===== src/rtl/uart_rx_core.sv =====
// UART 8N1 receiver core: synchronizer, mid-bit sampling FSM,
// single-entry output slot with valid/ready, frame and overrun pulses.
module uart_rx_core #(
  parameter int unsigned CLKS_PER_BIT = 868
) (
  input  logic       clk_i,
  input  logic       nreset_i,
  input  logic       rx_i,
  output logic [7:0] data_o,
  output logic       valid_o,
  input  logic       ready_i,
  output logic       frame_err_o,
  output logic       overrun_o,
  output logic       busy_o
);

  localparam int unsigned CW = $clog2(CLKS_PER_BIT);
  localparam logic [CW-1:0] HALF = CW'(CLKS_PER_BIT / 2 - 1);
  localparam logic [CW-1:0] LAST = CW'(CLKS_PER_BIT - 1);

  typedef enum logic [1:0] {
    IDLE,
    START,
    DATA,
    STOP
  } state_t;

  state_t        state;
  logic [CW-1:0] cnt;
  logic [2:0]    idx;
  logic [7:0]    shreg;
  logic          s1;
  logic          rx_s;
  logic          rx_p;

  assign busy_o = (state != IDLE);

  always_ff @(posedge clk_i) begin
    if (!nreset_i) begin
      state       <= IDLE;
      cnt         <= '0;
      idx         <= '0;
      shreg       <= '0;
      s1          <= 1'b1;
      rx_s        <= 1'b1;
      rx_p        <= 1'b1;
      data_o      <= 8'h00;
      valid_o     <= 1'b0;
      frame_err_o <= 1'b0;
      overrun_o   <= 1'b0;
    end else begin
      s1          <= rx_i;
      rx_s        <= s1;
      rx_p        <= rx_s;
      frame_err_o <= 1'b0;
      overrun_o   <= 1'b0;
      if (valid_o && ready_i)
        valid_o <= 1'b0;
      unique case (state)
        IDLE: begin
          if (rx_p && !rx_s) begin
            state <= START;
            cnt   <= '0;
          end
        end
        START: begin
          if (cnt == HALF) begin
            cnt <= '0;
            if (!rx_s) begin
              state <= DATA;
              idx   <= '0;
            end else begin
              state <= IDLE;
            end
          end else begin
            cnt <= cnt + 1'b1;
          end
        end
        DATA: begin
          if (cnt == LAST) begin
            cnt        <= '0;
            shreg[idx] <= rx_s;
            if (idx == 3'd7)
              state <= STOP;
            else
              idx <= idx + 3'd1;
          end else begin
            cnt <= cnt + 1'b1;
          end
        end
        STOP: begin
          // Leave mid-stop-bit so the next start edge can resync.
          if (cnt == LAST) begin
            cnt   <= '0;
            state <= IDLE;
            if (!rx_s) begin
              frame_err_o <= 1'b1;
            end else if (!valid_o || ready_i) begin
              data_o  <= shreg;
              valid_o <= 1'b1;
            end else begin
              overrun_o <= 1'b1;
            end
          end else begin
            cnt <= cnt + 1'b1;
          end
        end
        default: state <= IDLE;
      endcase
    end
  end

endmodule


===== config.mk =====
export PLATFORM = sky130hd
export DESIGN_NAME = uart_rx_core
export DESIGN_NICKNAME = d
export VERILOG_FILES = /design/src/rtl/uart_rx_core.sv
export SDC_FILE = /design/constraint.sdc
export NUM_CORES = 1
export LEC_CHECK = 0
export CORE_MARGIN = 3
export CORE_UTILIZATION = 50
export CTS_CLUSTER_SIZE = 40
export DETAILED_ROUTE_END_ITERATION = 7
export PLACE_DENSITY = 0.77
export SYNTH_ARGS = -nofsm -noshare
export SYNTH_HDL_FRONTEND = slang
export SYNTH_SLANG_ARGS = --single-unit

===== constraint.sdc =====
create_clock -name clk_i -period 4.5 [get_ports clk_i]
set_input_delay 0.9 -clock clk_i [delete_from_list [all_inputs] [get_ports clk_i]]
set_output_delay 0.9 -clock clk_i [all_outputs]
set_load 0.01 [all_outputs]

==> run summary <==
The internal power of the cells totals 0.4966 mW. Cells fill 61.11% of the core in the end. In this run the tightest slew margin relative to its limit is 37.24%. The analysis attributes to net switching a power of 0.1283 mW.

For hold timing, the worst endpoint is rx_s. Clock-pin slew was measured on the worst setup and hold paths at 70 ps. For the count of final setup violators, the log shows 0.

The total DRC errors in the routed layout is 0, and the max-cap check violation count is 0. On the final layout, the worst clock skew is 4.540 ps. The number of buffer and inverter instances along the worst setup path was 2. The later pin in the worst-skew pair is clocked with a latency of 290 ps. The max-slew violation count is 0. TritonCTS built the clock tree.

Buffers inserted to repair hold after CTS numbered 0. The run finished with clean final reports. The synthesized netlist devotes 16.42% of its cell area to compound gates. After Yosys synthesis, and, or, nand and nor cells account for 30.61% of the synthesized area.

The share of power burned in combinational logic came out at 3.0%. In the layout the commonest cells are dfxtp_1 (37), nand2_1 (32), nand3_1 (18). The library cell used most frequently in the layout, excluding fill and tap cells, is dfxtp_1.

The signal on the critical path passes through clkdlybuf4s50_1, buf_4, nand2_1, a31oi_1, o21ai_0, a22oi_1. The initial antenna violation count came out at 0. After Yosys synthesis, XOR and XNOR cells account for 0% of the synthesized area. The worst setup path is of the in -> reg kind. From left edge to right edge, the die measures 66.86 microns.

CTS built an H-tree with a depth of 2. The tools report the worst reg2reg path startpoint as cnt[0]. The design draws 0.6248 mW. In the synthesized netlist the dominant register cell turns out to be dfxtp_1. Routability-driven placement finished with a final weighted congestion of 0.8447. Detailed placement finished with a half-perimeter wire length of 2.614 mm. For the remaining global-route overflow, the log shows 0. The time the worst path needs with I/O delays and setup works out to 2581 ps. The share of post-route cells with drive strength above 1 is 6.466%, and the remaining number of nets flagged by the antenna check after routing is 0. The run gives 37 as the number of sinks handled by clock tree synthesis. In the final layout, the multi-input gates occupy 1021 sq um.

The kind of cell with the highest combined delay along the critical path is compound AO/OA/AOI/OAI gates. The share of the cycle needed by the critical path after routing is 57.35%, and the final net count is 240. The tools report the clock root buffer master as clkbuf_8. The area of the core was 3442 sq um. The power density relative to cell area came out at 297.1 nW/um^2.

The worst register-to-register path ends at cnt[7]. The analysis attributes to cell leakage a power of 0.7467 nW. The run gives 53.80% as the starting density of the core. The category of the worst setup path launch point was a primary input.

In the synthesized netlist, the number of instances is 223. Entering global routing, the biggest net connects 22 pins. The slew at the pin with the worst max-slew slack was 937.0 ps.

Dominant combinational cell family by area after synthesis: simple AND/OR/NAND/NOR gates. The synthesized netlist net count is 231. The first-pass GRT wire length is 6.534 mm, and the critical path arrival is 2790 ps. On the critical path, the stage with the largest delay is an instance of a31oi_1. Counting flops with an async set or reset pin after synthesis yields a share of 0%. The fraction of the mapped netlist area in adder cells was 2.703%. The tools report the floorplan die area as 4470 sq um. Compared with the post-synthesis result, the final layout area differs by 13.58%.

Counting distinct cell types in the post-synthesis netlist gives 47. The run gives 44.0% as the share of power burned in the clock network. Wires add up to 3.725 mm. In this run the worst path has a maximum fanout of 21. The routed layout has 1557 vias. Across every metal layer, demand over resource in global routing totals 19.39%. The first detailed-routing pass took 4 iterations. In this run the most critical hold path is launched from s1.

The synthesis-stage register bit count is 37, and the worst slack on hold paths is 417.0 ps. The first routing iteration left 71 violations. The min-delay analysis places its worst path in the category reg -> reg.

After clock tree synthesis, the repair step resized 0 gates. Average detailed-routed wire length per instance: 13.40 microns. The mux contribution to synthesized area is 5.405%.

Setup repair after global routing left no endpoint under its margin. The number of global-route vias before repair was 1405; the critical path required time was 4710 ps. The synthesized area divided by synthesized cell count works out to 8.304 sq um. In the final layout, flip-flops and latches occupy 740.7 sq um. The tools report the endpoint kind of the worst setup timing path as a register. During I/O placement, the number of pins put on the boundary was 16. The reg2reg setup slack is 2360 ps. The number of setup buffers added after CTS is 0, and the number of filler instances in the final layout is 313. Static timing analysis puts the maximum clock frequency at 387.5 MHz. The run gives 0 as the count of inserted antenna diode cells. Net switching is 20.53% of the power. After detailed routing, the number of vias per cell comes to 5.601.

The number of placement rows is 21, and the total of buffers placed on input and output ports is 15. The run gives 2 as the maximum root-to-sink buffer count. The share of total power dissipated in sequential elements is 52.9%. The logs give 5 for the TritonCTS buffer count and 0.1708 mV for the worst vdd rail ir drop.

The final hold violation count came out at 0. The depth of the worst register-to-register path is 5, and the number of enable flip-flop cells after synthesis is 0. The run gives 1852 sq um as the summed instance area of the synthesized netlist.

Number of stages on the worst hold path: 1. The largest single stage delay on the critical path is 700 ps. After routing, the total negative slack on setup checks comes to 0 ps. The share of the Yosys chip area taken by registers is 40.00%. The die is 66.86 microns tall.

Yosys printed 0 warnings.
logic make-up (layout without fill, tap and decap cells):
| kind of cell | count (synthesis) | in the layout |
|---|---|---|
| AOI/OAI and AO/OA | 49 | 49 |
| adders and majority gates | 4 | 4 |
| buffers and inverters | 20 | 29 |
| DFF | 37 | 37 |
| muxes | 10 | 10 |
| and+or+nand+nor | 103 | 103 |
cells in the mapped netlist, types with 4 or more instances:
| library cell | n | area share (%) |
|---|---|---|
| o21ai_0 | 8 | 2.2 |
| nor2_1 | 10 | 2.0 |
| ha_1 | 4 | 2.7 |
| dfxtp_1 | 37 | 40 |
| nor2b_1 | 4 | 1.4 |
| inv_1 | 6 | 1.2 |
| mux2i_1 | 10 | 5.4 |
| nand3_1 | 18 | 4.9 |
| clkbuf_1 | 9 | 1.8 |
| nand2b_1 | 8 | 2.7 |
| a21oi_1 | 12 | 3.2 |
| nor4_1 | 7 | 2.4 |
| nand2_1 | 32 | 6.5 |
| o21ai_1 | 7 | 1.9 |
worst max-delay path by stage:
| stage | from | endpoint | slack, ps | depth (start not counted) |
|---|---|---|---|---|
| after global routing | nreset_i | cnt[7] | 1650 | 6 |
| after floorplan | nreset_i | cnt[6] | 2550 | 5 |
| after global placement | nreset_i | cnt[7] | 1710 | 6 |
| after detailed placement | nreset_i | cnt[7] | 1630 | 6 |
| after CTS | nreset_i | cnt[7] | 1930 | 6 |
| final | nreset_i | cnt[7] | 1920 | 6 |
through the flow:
step	cell area, sq um	worst slack [ps]	cells
after floorplan	1852	2550	223
after global placement	1999	1713	271
after detailed placement	1999	1626	271
after CTS	2103	1927	278
after global routing	2103	1651	278
final	2103	1919	278
metal layers:
metal	global-route usage, %	wire (microns)
met1	26.52	1935
met2	27.97	1557
met3	5.902	171
met4	8.101	61
met5	0	0
worst reg2reg max path: cells and delay by family (launching register included):
kind | cells | cell delay [ps]
compound gates | 3 | 1190
fa+ha+maj | 1 | 300
flops | 1 | 360
simple gates | 1 | 210
registers in the layout, summed over array words and instances, names as in the netlist, named ones only:
name and cells:
valid_o 1, state 1, idx 3, data_o 8, cnt 10, rx_p 1, shreg 8, overrun_o 1
s1 1, frame_err_o 1, rx_s 1
area by class of cell:
cell class | instances | share of cell area [%]
Timing Repair Buffer | 16 | 7.496
Clock inverter | 2 | 1.666
Inverter | 6 | 1.071
Multi-Input combinational cell | 166 | 48.54
Tap cell | 46 | 2.736
Sequential cell | 37 | 35.22
Clock buffer | 5 | 3.272
power groups by stage:
stage	sequential (mW)	combinational [mW]	clock (mW)
floorplan	0.338	0.0127	0
global placement	0.338	0.0188	0
detailed placement	0.338	0.0191	0
CTS	0.331	0.0191	0.278
global route	0.331	0.0212	0.294
finish	0.331	0.0190	0.275
Power figures use the tool's default switching activity.
